===== src/rtl/dmem_pkg.sv =====
// Shared types for the data-memory port arbiter: lane identifiers, read tags
// and the arbiter FSM encoding.
package dmem_pkg;

    localparam int STRB_W = 4;

    typedef enum logic {
        LANE_A = 1'b0,
        LANE_B = 1'b1
    } lane_e;

    typedef struct packed {
        lane_e lane;
        logic  killed;
    } rd_tag_t;

    typedef enum logic {
        IDLE = 1'b0,
        HOLD = 1'b1
    } arb_state_e;

    // An all-zero strobe vector marks a load.
    function automatic logic is_read(input logic [STRB_W-1:0] we);
        return (we == {STRB_W{1'b0}});
    endfunction

endpackage


===== src/rtl/dmem_port_arbiter_if.sv =====
// Bundle of the two lane request/response ports and the shared memory port.
// The slave modport is the arbiter's view; master is the core/memory side.
interface dmem_port_arbiter_if #(
    parameter int ADDR_W = 32,
    parameter int DATA_W = 32
);
    import dmem_pkg::*;

    logic              a_req;
    logic [STRB_W-1:0] a_we;
    logic [ADDR_W-1:0] a_addr;
    logic [DATA_W-1:0] a_wdata;
    logic              a_gnt;
    logic              a_rvalid;
    logic [DATA_W-1:0] a_rdata;

    logic              b_req;
    logic [STRB_W-1:0] b_we;
    logic [ADDR_W-1:0] b_addr;
    logic [DATA_W-1:0] b_wdata;
    logic              b_gnt;
    logic              b_rvalid;
    logic [DATA_W-1:0] b_rdata;

    logic              mem_req;
    logic [ADDR_W-1:0] mem_addr;
    logic [DATA_W-1:0] mem_wdata;
    logic [STRB_W-1:0] mem_we;
    logic              mem_re;
    logic              mem_ready;
    logic              mem_rvalid;
    logic [DATA_W-1:0] mem_rdata;

    modport slave (
        input  a_req, a_we, a_addr, a_wdata,
        output a_gnt, a_rvalid, a_rdata,
        input  b_req, b_we, b_addr, b_wdata,
        output b_gnt, b_rvalid, b_rdata,
        output mem_req, mem_addr, mem_wdata, mem_we, mem_re,
        input  mem_ready, mem_rvalid, mem_rdata
    );

    modport master (
        output a_req, a_we, a_addr, a_wdata,
        input  a_gnt, a_rvalid, a_rdata,
        output b_req, b_we, b_addr, b_wdata,
        input  b_gnt, b_rvalid, b_rdata,
        input  mem_req, mem_addr, mem_wdata, mem_we, mem_re,
        output mem_ready, mem_rvalid, mem_rdata
    );

endinterface


===== src/rtl/dmem_tag_fifo.sv =====
// In-order FIFO of read tags (issuing lane + killed flag) for reads that were
// captured toward memory but not yet answered.
module dmem_tag_fifo
    import dmem_pkg::*;
#(
    parameter int DEPTH = 2,
    localparam int PTR_W = (DEPTH > 1) ? $clog2(DEPTH) : 1,
    localparam int CNT_W = $clog2(DEPTH + 1)
)(
    input  logic             clk,
    input  logic             reset_n,
    input  logic             push,
    input  rd_tag_t          push_tag,
    input  logic             pop,
    input  logic             kill_all,
    output rd_tag_t          head_tag,
    output logic [CNT_W-1:0] count,
    output logic             full,
    output logic             empty
);

    rd_tag_t          tags_r [DEPTH];
    logic [PTR_W-1:0] wr_ptr_r;
    logic [PTR_W-1:0] rd_ptr_r;
    logic [CNT_W-1:0] count_r;
    rd_tag_t          wr_tag_s;

    function automatic logic [PTR_W-1:0] ptr_inc(input logic [PTR_W-1:0] p);
        return (p == PTR_W'(DEPTH - 1)) ? {PTR_W{1'b0}} : p + {{(PTR_W-1){1'b0}}, 1'b1};
    endfunction

    // A tag written in the same cycle as a flush must already be killed.
    always_comb begin
        wr_tag_s        = push_tag;
        wr_tag_s.killed = push_tag.killed | kill_all;
    end

    // Tag storage, pointers and occupancy.
    always_ff @(posedge clk or negedge reset_n) begin
        if (!reset_n) begin
            for (int i = 0; i < DEPTH; i++) begin
                tags_r[i] <= '{lane: LANE_A, killed: 1'b0};
            end
            wr_ptr_r <= {PTR_W{1'b0}};
            rd_ptr_r <= {PTR_W{1'b0}};
            count_r  <= {CNT_W{1'b0}};
        end else begin
            if (kill_all) begin
                for (int i = 0; i < DEPTH; i++) begin
                    tags_r[i].killed <= 1'b1;
                end
            end
            if (push) begin
                tags_r[wr_ptr_r] <= wr_tag_s;
                wr_ptr_r         <= ptr_inc(wr_ptr_r);
            end
            if (pop) begin
                rd_ptr_r <= ptr_inc(rd_ptr_r);
            end
            case ({push, pop})
                2'b10:   count_r <= count_r + {{(CNT_W-1){1'b0}}, 1'b1};
                2'b01:   count_r <= count_r - {{(CNT_W-1){1'b0}}, 1'b1};
                default: count_r <= count_r;
            endcase
        end
    end

    assign head_tag = tags_r[rd_ptr_r];
    assign count    = count_r;
    assign full     = (count_r == CNT_W'(DEPTH));
    assign empty    = (count_r == {CNT_W{1'b0}});

endmodule


===== src/rtl/dmem_port_arbiter.sv =====
// Shares one data-memory port between the two issue lanes. Lane A (older) wins
// conflicts; the captured request is held on mem_* until the memory accepts it.
module dmem_port_arbiter
    import dmem_pkg::*;
#(
    parameter int MAX_RD_OUTSTANDING = 2,
    parameter int ADDR_W             = 32,
    parameter int DATA_W             = 32
)(
    input  logic               clk,
    input  logic               reset_n,
    input  logic               flush,
    dmem_port_arbiter_if.slave bus,
    output logic               busy,
    output logic               proto_err
);

    localparam int CNT_W = $clog2(MAX_RD_OUTSTANDING + 1);

    arb_state_e        state_r;
    arb_state_e        state_nxt_s;
    logic [ADDR_W-1:0] mem_addr_r;
    logic [DATA_W-1:0] mem_wdata_r;
    logic [STRB_W-1:0] mem_we_r;
    logic              proto_err_r;

    logic              a_elig_s;
    logic              b_elig_s;
    logic              win_a_s;
    logic              win_b_s;
    logic              any_win_s;
    logic              capture_s;
    logic [ADDR_W-1:0] sel_addr_s;
    logic [DATA_W-1:0] sel_wdata_s;
    logic [STRB_W-1:0] sel_we_s;
    logic              push_s;
    logic              pop_s;
    logic              deliver_s;
    rd_tag_t           push_tag_s;
    rd_tag_t           head_tag_s;
    logic [CNT_W-1:0]  fifo_count_s;
    logic              fifo_full_s;
    logic              fifo_empty_s;

    dmem_tag_fifo #(
        .DEPTH (MAX_RD_OUTSTANDING)
    ) u_tag_fifo (
        .clk      (clk),
        .reset_n  (reset_n),
        .push     (push_s),
        .push_tag (push_tag_s),
        .pop      (pop_s),
        .kill_all (flush),
        .head_tag (head_tag_s),
        .count    (fifo_count_s),
        .full     (fifo_full_s),
        .empty    (fifo_empty_s)
    );

    // Eligibility and fixed-priority winner; a pop in this cycle does not free a slot.
    always_comb begin
        a_elig_s  = bus.a_req & (~is_read(bus.a_we) | ~fifo_full_s);
        b_elig_s  = bus.b_req & (~is_read(bus.b_we) | ~fifo_full_s);
        win_a_s   = a_elig_s;
        win_b_s   = ~a_elig_s & b_elig_s;
        any_win_s = win_a_s | win_b_s;
        push_tag_s = '{lane: LANE_A, killed: 1'b0};
        if (win_a_s) begin
            sel_addr_s  = bus.a_addr;
            sel_wdata_s = bus.a_wdata;
            sel_we_s    = bus.a_we;
        end else begin
            sel_addr_s      = bus.b_addr;
            sel_wdata_s     = bus.b_wdata;
            sel_we_s        = bus.b_we;
            push_tag_s.lane = LANE_B;
        end
    end

    // FSM next state: capture in IDLE, or back-to-back in HOLD once the held request is taken.
    always_comb begin
        state_nxt_s = state_r;
        capture_s   = 1'b0;
        case (state_r)
            IDLE: begin
                if (any_win_s) begin
                    capture_s   = 1'b1;
                    state_nxt_s = HOLD;
                end else begin
                    state_nxt_s = IDLE;
                end
            end
            HOLD: begin
                if (bus.mem_ready) begin
                    if (any_win_s) begin
                        capture_s   = 1'b1;
                        state_nxt_s = HOLD;
                    end else begin
                        state_nxt_s = IDLE;
                    end
                end else begin
                    state_nxt_s = HOLD;
                end
            end
            default: begin
                state_nxt_s = IDLE;
            end
        endcase
    end

    assign push_s    = capture_s & is_read(sel_we_s);
    assign pop_s     = bus.mem_rvalid & ~fifo_empty_s;
    assign deliver_s = pop_s & ~head_tag_s.killed & ~flush;

    // State, held memory request and the sticky protocol error flag.
    always_ff @(posedge clk or negedge reset_n) begin
        if (!reset_n) begin
            state_r     <= IDLE;
            mem_addr_r  <= {ADDR_W{1'b0}};
            mem_wdata_r <= {DATA_W{1'b0}};
            mem_we_r    <= {STRB_W{1'b0}};
            proto_err_r <= 1'b0;
        end else begin
            state_r <= state_nxt_s;
            if (capture_s) begin
                mem_addr_r  <= sel_addr_s;
                mem_wdata_r <= sel_wdata_s;
                mem_we_r    <= sel_we_s;
            end
            if (bus.mem_rvalid & fifo_empty_s) begin
                proto_err_r <= 1'b1;
            end
        end
    end

    assign bus.a_gnt     = capture_s & win_a_s;
    assign bus.b_gnt     = capture_s & win_b_s;
    assign bus.a_rvalid  = deliver_s & (head_tag_s.lane == LANE_A);
    assign bus.b_rvalid  = deliver_s & (head_tag_s.lane == LANE_B);
    assign bus.a_rdata   = bus.a_rvalid ? bus.mem_rdata : {DATA_W{1'b0}};
    assign bus.b_rdata   = bus.b_rvalid ? bus.mem_rdata : {DATA_W{1'b0}};
    assign bus.mem_req   = (state_r == HOLD);
    assign bus.mem_addr  = mem_addr_r;
    assign bus.mem_wdata = mem_wdata_r;
    assign bus.mem_we    = mem_we_r;
    assign bus.mem_re    = (state_r == HOLD) & is_read(mem_we_r);
    assign busy          = (state_r == HOLD) | (fifo_count_s != {CNT_W{1'b0}});
    assign proto_err     = proto_err_r;

endmodule


===== src/flat_wrapper.sv =====
// flat-port wrapper written by rule: the top's interface ports become plain ports
module dmem_port_arbiter_flat import dmem_pkg::*;
#(
    parameter int MAX_RD_OUTSTANDING = 2,
    parameter int ADDR_W             = 32,
    parameter int DATA_W             = 32
)
  (clk, reset_n, flush, busy, proto_err, bus_a_req, bus_a_we, bus_a_addr, bus_a_wdata, bus_a_gnt, bus_a_rvalid, bus_a_rdata, bus_b_req, bus_b_we, bus_b_addr, bus_b_wdata, bus_b_gnt, bus_b_rvalid, bus_b_rdata, bus_mem_req, bus_mem_addr, bus_mem_wdata, bus_mem_we, bus_mem_re, bus_mem_ready, bus_mem_rvalid, bus_mem_rdata);
  dmem_port_arbiter_if #(.ADDR_W(ADDR_W), .DATA_W(DATA_W)) bus_i ();
  input  logic clk;
  input  logic reset_n;
  input  logic flush;
  output logic busy;
  output logic proto_err;
  input wire logic [$bits(bus_i.a_req)-1:0] bus_a_req;
  input wire logic [$bits(bus_i.a_we)-1:0] bus_a_we;
  input wire logic [$bits(bus_i.a_addr)-1:0] bus_a_addr;
  input wire logic [$bits(bus_i.a_wdata)-1:0] bus_a_wdata;
  output wire logic [$bits(bus_i.a_gnt)-1:0] bus_a_gnt;
  output wire logic [$bits(bus_i.a_rvalid)-1:0] bus_a_rvalid;
  output wire logic [$bits(bus_i.a_rdata)-1:0] bus_a_rdata;
  input wire logic [$bits(bus_i.b_req)-1:0] bus_b_req;
  input wire logic [$bits(bus_i.b_we)-1:0] bus_b_we;
  input wire logic [$bits(bus_i.b_addr)-1:0] bus_b_addr;
  input wire logic [$bits(bus_i.b_wdata)-1:0] bus_b_wdata;
  output wire logic [$bits(bus_i.b_gnt)-1:0] bus_b_gnt;
  output wire logic [$bits(bus_i.b_rvalid)-1:0] bus_b_rvalid;
  output wire logic [$bits(bus_i.b_rdata)-1:0] bus_b_rdata;
  output wire logic [$bits(bus_i.mem_req)-1:0] bus_mem_req;
  output wire logic [$bits(bus_i.mem_addr)-1:0] bus_mem_addr;
  output wire logic [$bits(bus_i.mem_wdata)-1:0] bus_mem_wdata;
  output wire logic [$bits(bus_i.mem_we)-1:0] bus_mem_we;
  output wire logic [$bits(bus_i.mem_re)-1:0] bus_mem_re;
  input wire logic [$bits(bus_i.mem_ready)-1:0] bus_mem_ready;
  input wire logic [$bits(bus_i.mem_rvalid)-1:0] bus_mem_rvalid;
  input wire logic [$bits(bus_i.mem_rdata)-1:0] bus_mem_rdata;
  assign bus_i.a_req = bus_a_req;
  assign bus_i.a_we = bus_a_we;
  assign bus_i.a_addr = bus_a_addr;
  assign bus_i.a_wdata = bus_a_wdata;
  assign bus_a_gnt = bus_i.a_gnt;
  assign bus_a_rvalid = bus_i.a_rvalid;
  assign bus_a_rdata = bus_i.a_rdata;
  assign bus_i.b_req = bus_b_req;
  assign bus_i.b_we = bus_b_we;
  assign bus_i.b_addr = bus_b_addr;
  assign bus_i.b_wdata = bus_b_wdata;
  assign bus_b_gnt = bus_i.b_gnt;
  assign bus_b_rvalid = bus_i.b_rvalid;
  assign bus_b_rdata = bus_i.b_rdata;
  assign bus_mem_req = bus_i.mem_req;
  assign bus_mem_addr = bus_i.mem_addr;
  assign bus_mem_wdata = bus_i.mem_wdata;
  assign bus_mem_we = bus_i.mem_we;
  assign bus_mem_re = bus_i.mem_re;
  assign bus_i.mem_ready = bus_mem_ready;
  assign bus_i.mem_rvalid = bus_mem_rvalid;
  assign bus_i.mem_rdata = bus_mem_rdata;
  dmem_port_arbiter #(.MAX_RD_OUTSTANDING(MAX_RD_OUTSTANDING), .ADDR_W(ADDR_W), .DATA_W(DATA_W)) u_core (.clk(clk), .reset_n(reset_n), .flush(flush), .bus(bus_i), .busy(busy), .proto_err(proto_err));
endmodule

===== config.mk =====
export PLATFORM = sky130hd
export DESIGN_NAME = dmem_port_arbiter_flat
export DESIGN_NICKNAME = d
export VERILOG_FILES = /design/src/rtl/dmem_pkg.sv /design/src/rtl/dmem_port_arbiter_if.sv /design/src/rtl/dmem_tag_fifo.sv /design/src/rtl/dmem_port_arbiter.sv /design/src/flat_wrapper.sv
export SDC_FILE = /design/constraint.sdc
export NUM_CORES = 1
export LEC_CHECK = 0
export BUFFER_PORTS_ARGS = -buffer_cell sky130_fd_sc_hd__buf_4
export CAP_MARGIN = 5
export CORE_AREA = 2 2 122 124
export CTS_BUF_LIST = sky130_fd_sc_hd__clkbuf_2 sky130_fd_sc_hd__clkbuf_4 sky130_fd_sc_hd__clkbuf_8
export CTS_CLUSTER_SIZE = 40
export DETAILED_ROUTE_END_ITERATION = 7
export DIE_AREA = 0 0 124 126
export GPL_ROUTABILITY_DRIVEN = 0
export PLACE_DENSITY = 0.75
export SYNTH_ARGS = -nofsm -noshare
export SYNTH_HDL_FRONTEND = slang
export SYNTH_HIERARCHICAL = 1
export SYNTH_SLANG_ARGS = --single-unit

===== constraint.sdc =====
create_clock -name clk -period 3.24 [get_ports clk]
set_clock_uncertainty 0.2 [all_clocks]
set_input_delay 0.486 -clock clk [delete_from_list [all_inputs] [get_ports clk]]
set_output_delay 0.486 -clock clk [all_outputs]
set_load 0.01 [all_outputs]

Yosys cells after proc, flatten, opt, wreduce, memory -nomap -nowiden. Cells that the tools add are included.

Bits of input ports: 175. Flip-flop bits (word level): 78. Output and inout port bits: 140. Logic and storage cells: 81.

Reductions and logical operators: 8. Bitwise logic cells: 28. Equal/unequal tests: 3. Mux-type cells: 23. Order comparisons: 3. Add/sub/neg operators: 4.

Operators by type and width (count): 32-bit 2-to-1 mux (4); 4-bit logical NOT (4); 1-bit bitwise AND (13); 1-bit inverter (9); 1-bit 2-to-1 mux (8); 2-bit 2-to-1 mux (4); 4-bit bitwise mux (1); 2-bit equality test (second input constant) (2); 2-bit greater-or-equal comparator (second input constant) (2); 4-bit 2-to-1 mux (1); 1-bit inverter with 2-bit output (2); 1-bit OR (4); 1-bit case mux with 2 select lines (2); 2-bit case mux with 2 select lines (1); 2-bit nonzero test (2); 3-bit 2-to-1 mux (1); 1-bit adder (second input constant) (2); 2-bit by 1-bit adder with 2-bit output (second input constant) (1); 2-bit demux with 1-bit select (1); 2-bit by 1-bit equality test with 1-bit output (second input constant) (1); 2-bit logical NOT (1); 2-bit by 1-bit < comparator with 1-bit output (second input constant) (1); 2-bit by 1-bit subtractor with 2-bit output (second input constant) (1); 1-bit logical AND (1).

Longest topological paths before layout.
Word-level depth: 13. Mapped depth: 9. Gate-level depth less buffers: 9.

Modules after synthesis. Netlist, hierarchy kept.

Modules (own cells, without submodules): dmem_port_arbiter (seq. area each 1751.7 um^2, cells an instance 484, times used 1, area an instance 4282.9 um^2); dmem_tag_fifo (seq. area each 200.2 um^2, cells an instance 28, times used 1, area an instance 362.8 um^2).

Least setup slack after synthesis. No wires, ideal clock.

Kind: input to output. Start point: in bus_a_we[3]. End point: out bus_b_gnt. Stages: 5. Data arrival time: 1884 ps. Path slack: 670 ps. Buffers on the path: 2. Required time: 2554 ps. Cell sequence: or4_4 -> o21a_4 -> buf_2 -> buf_2 -> nor3_1.

Word-level cells in the longest chain between the ends: 11.

Ends and longest elaborated chain: start: declaration (line flat_wrapper.sv:16) `input wire logic [$bits(bus_i.a_we)-1:0] bus_a_we;`; 4-bit logical NOT * (line dmem_pkg.sv:24) `return (we == {STRB_W{1'b0}});`; 1-bit inverter * (line dmem_port_arbiter.sv:62) `a_elig_s = bus.a_req & (~is_read(bus.a_we) | ~fifo_full_s);`; 1-bit OR * (line dmem_port_arbiter.sv:62); 1-bit bitwise AND * (line dmem_port_arbiter.sv:62); 1-bit inverter (line dmem_port_arbiter.sv:65) `win_b_s = ~a_elig_s & b_elig_s;`; 1-bit bitwise AND (line dmem_port_arbiter.sv:65); 1-bit OR (line dmem_port_arbiter.sv:66) `any_win_s = win_a_s | win_b_s;`; 1-bit 2-to-1 mux (line dmem_port_arbiter.sv:86, dmem_port_arbiter.sv:95); 1-bit 2-to-1 mux (line dmem_port_arbiter.sv:94) `if (bus.mem_ready) begin`; 1-bit case mux with 2 select lines (line dmem_port_arbiter.sv:84) `case (state_r)`; 1-bit bitwise AND * (line dmem_port_arbiter.sv:137) `assign bus.b_gnt = capture_s & win_b_s;`; end: declaration (line flat_wrapper.sv:26) `output wire logic [$bits(bus_i.b_gnt)-1:0] bus_b_gnt;`.

Every way passes the cells marked *; elsewhere a longest branch is shown, timed or not.

Worst setup path after layout.
Start point: reg u_core.u_tag_fifo.count_r[0], in the netlist u_core/u_tag_fifo/count[0]. End point: out bus_b_gnt.

Word-level cells in the longest chain between the ends: 11. Elaborated cells on any way between the ends: 13. Those cells by class: 1 x eq/ne; 3 x mux; 9 x bitwise.

Ends and longest elaborated chain: start: declaration (line dmem_tag_fifo.sv:25) `logic [CNT_W-1:0] count_r;`; start signal: assignment (line dmem_tag_fifo.sv:46) `count_r <= {CNT_W{1'b0}};`; start signal: assignment (line dmem_tag_fifo.sv:61) `2'b10: count_r <= count_r + {{(CNT_W-1){1'b0}}, 1'b1};`; start signal: assignment (line dmem_tag_fifo.sv:62) `2'b01: count_r <= count_r - {{(CNT_W-1){1'b0}}, 1'b1};`; 2-bit equality test * (line dmem_tag_fifo.sv:70) `assign full = (count_r == CNT_W'(DEPTH));`; named net u_core.fifo_full_s (line dmem_port_arbiter.sv:42) `logic fifo_full_s;`; 1-bit inverter * (line dmem_port_arbiter.sv:62, dmem_port_arbiter.sv:63); 1-bit OR (line dmem_port_arbiter.sv:62); 1-bit bitwise AND (line dmem_port_arbiter.sv:62); 1-bit inverter (line dmem_port_arbiter.sv:65); 1-bit bitwise AND (line dmem_port_arbiter.sv:65); 1-bit OR (line dmem_port_arbiter.sv:66); 1-bit 2-to-1 mux (line dmem_port_arbiter.sv:86, dmem_port_arbiter.sv:95); 1-bit 2-to-1 mux (line dmem_port_arbiter.sv:94); 1-bit case mux with 2 select lines (line dmem_port_arbiter.sv:84); 1-bit bitwise AND * (line dmem_port_arbiter.sv:137).

Mark *: on every way through the listed nets, which the timed path passes. The rest lies on a longest branch.

==> flow_metrics.tcl <==
set metrics [dict create \
    dieArea_um2 15600 \
    nNetsFinal 970 \
    setup_tns_ns 0 \
    p_leak_nw 3.59 \
    dieHeight_um 126 \
    setup_viol 0 \
    wl_per_cell_um 16.3 \
    hold_viol 0 \
    cap_viol_max_count 0 \
    grt_usage_pct 19.7 \
    path_clk_slew_ns 0.08 \
    antennaDiodeCount 0 \
    routed_wl_mm 15.9 \
    cts_resized 0 \
    p_per_area_nw_per_um2 421 \
    synth_top_area_share_pct 42.0 \
    netlist_area_um2 4650 \
    rows 44 \
    die_w_um 124 \
    core_um2 14300 \
    via_per_inst 5.09 \
    crit_arrival_ns 2.14 \
    drt.antenna.violating_nets 0 \
    cts_hold_buf 0 \
    synth-main-ff-cell "dfrtp_1" \
    synthDominantAreaCellType "dfrtp_1" \
    drv_slew 0 \
    grt_max_degree 79 \
    cts_tree "yes" \
    tightest_slew_ns 1.11 \
    synth_cell_type_count 38 \
    ys_ff_latch 78 \
    syn_inst 512 \
    drt_pre_antenna_iters 5 \
    synth_edf_count 0 \
    period_share_pct 87.2 \
    r2r_start "u_core/u_tag_fifo/count[0]" \
    cts_buffers 9 \
    antenna_found_initial 0 \
    fmax_mhz 354 \
    relSlewSlack_pct 25.7 \
    layout.cells.most_common "buf_4" \
    hpwl_mm 11.5 \
    cp_max_fo 66 \
    start_kind "flip-flop" \
    htreeDepth 3 \
    crit_required_ns 2.55 \
    cts_setup_buffers 0 \
    setup.worst_path.start "u_core/u_tag_fifo/count[0]" \
    vias 4990 \
    mostFrequentLayoutCells "buf_4 (323), dfrtp_1 (78), inv_1 (68)" \
    cts.sink_count 78 \
    synthArstFlopShare_pct 100 \
    start_util_pct 32.5 \
    drive_gt1_share_pct 46.8 \
    portBuffers 314 \
    grt_pass1_wl_mm 24.6 \
    syn_avg_cell_area_um2 9.07 \
    yosysWarningCount 6 \
    dr.first_iter.drc_count 217 \
    syn_to_final_growth_pct 58.1 \
    root_buffer "clkbuf_8" \
    end_kind "output port" \
    peakVddDrop_uv 167 \
    post-place-ws_ns 0.390 \
    rsz0062_at_grt "false" \
    drc_errors 0 \
    io_pins 315 \
    fin_crit_ns 2.82 \
    clk_latency_ns 0.35 \
    status "finished, final reports clean" \
    grt_pass1_vias 4955 \
    ys_top_cells_by_area "dfrtp_1 (42%), and2_1 (8.6%), nand4_1 (8.6%)" \
    clock_tree.buffer_depth 2 \
    hold_class "in2async" \
    finalWorstSetupSlack_ns 0.415 \
    grt-ovfl-total 0 \
    yosysSeqAreaShare_pct 42.0 \
    path_class "reg2out" \
]
registers in the layout, indices dropped and copies added, names as in the netlist:
signal,flops
u_core/bus.mem_addr,32
u_core/bus.mem_wdata,32
u_core/bus.mem_we,4
u_core/u_tag_fifo/tags_r,4
u_core/u_tag_fifo/count,2
u_core/bus.mem_req,1
u_core/proto_err,1
u_core/u_tag_fifo/rd_ptr_r,1
u_core/u_tag_fifo/wr_ptr_r,1
cells by family after synthesis:
family                   Yosys count  synth area share [%]
AO/OA/AOI/OAI                     82                  17.6
XOR/XNOR                           5                 0.943
adder cells (fa/ha/maj)            1                 0.269
buffers and inverters            124                  10.9
flip-flops                        78                  42.0
multiplexers                       5                  1.18
other                              1                0.0807
AND/OR/NAND/NOR                  216                  27.0
stage by stage:
stage,std cells,hold WS (ns),power (mW),util (%),instance area [um2]
5_1_grt,981,0.132,3.29,51.3,7340
4_1_cts,981,0.123,3.14,51.3,7340
3_5_place_dp,967,0.255,2.31,49.8,7130
3_3_place_gp,967,0.245,2.29,49.8,7130
6_report,981,0.0812,3.09,51.3,7340
2_1_floorplan,513,-0.00959,1.78,-,4650
final cells by class:
cell class,instances,area [um2]
Tap cell,184,230
Inverter,69,264
Clock buffer,10,138
Fill cell,1369,6970
Sequential cell,78,1950
Timing Repair Buffer,325,2460
Clock inverter,4,72.6
Multi-Input combinational cell,311,2220
Yosys cell counts (4+ instances only):
cell type and n:
and2_1 64, a21oi_1 4, nor2_1 5, inv_1 68, o221ai_2 20, a2bb2oi_1 4, nand3_1 65, buf_2 10
nand2b_1 4, clkbuf_1 36, dfrtp_1 78, mux2_2 4, o221ai_1 44, o21ai_0 4, buf_1 6, nand4_1 64
worst max-delay path, stage by stage, from the launching register on:
cell and delay [ns]:
dfrtp_1 0.43, and2b_2 0.27, inv_1 0.08, o21a_4 0.15
buf_4 0.53, nor3_1 0.14, buf_4 0.18
metal layers:
metal	wire (um)	vias to the layer above	GRT usage, %
li1	-	2415	-
met5	0	-	0
met1	6050	2325	22.3
met4	300	0	7.14
met2	8050	230	35.6
met3	1560	20	4.89
power breakdown:
part | internal [mW] | switching (mW)
sequential | 1.15 | 0.116
clock | 0.445 | 0.366
combinational | 0.533 | 0.483
total | 2.13 | 0.965
path summary, 6_finish.rpt:
check                                                   end  slack [ns]  depth (start not counted)
worst max-delay path                              bus_b_gnt        0.42                          6
worst min-delay path                 u_core/bus.mem_addr[4]        0.08                          1
worst max register to register      u_core/bus.mem_wdata[8]        0.44                          7
worst min register to register             u_core/proto_err        0.27                          1
max in group asynchronous       u_core/u_tag_fifo/tags_r[2]        2.06                          1
min in group clk                    u_core/bus.mem_addr[27]        0.15                          3
No activity file was read; power rests on OpenSTA's default activity.
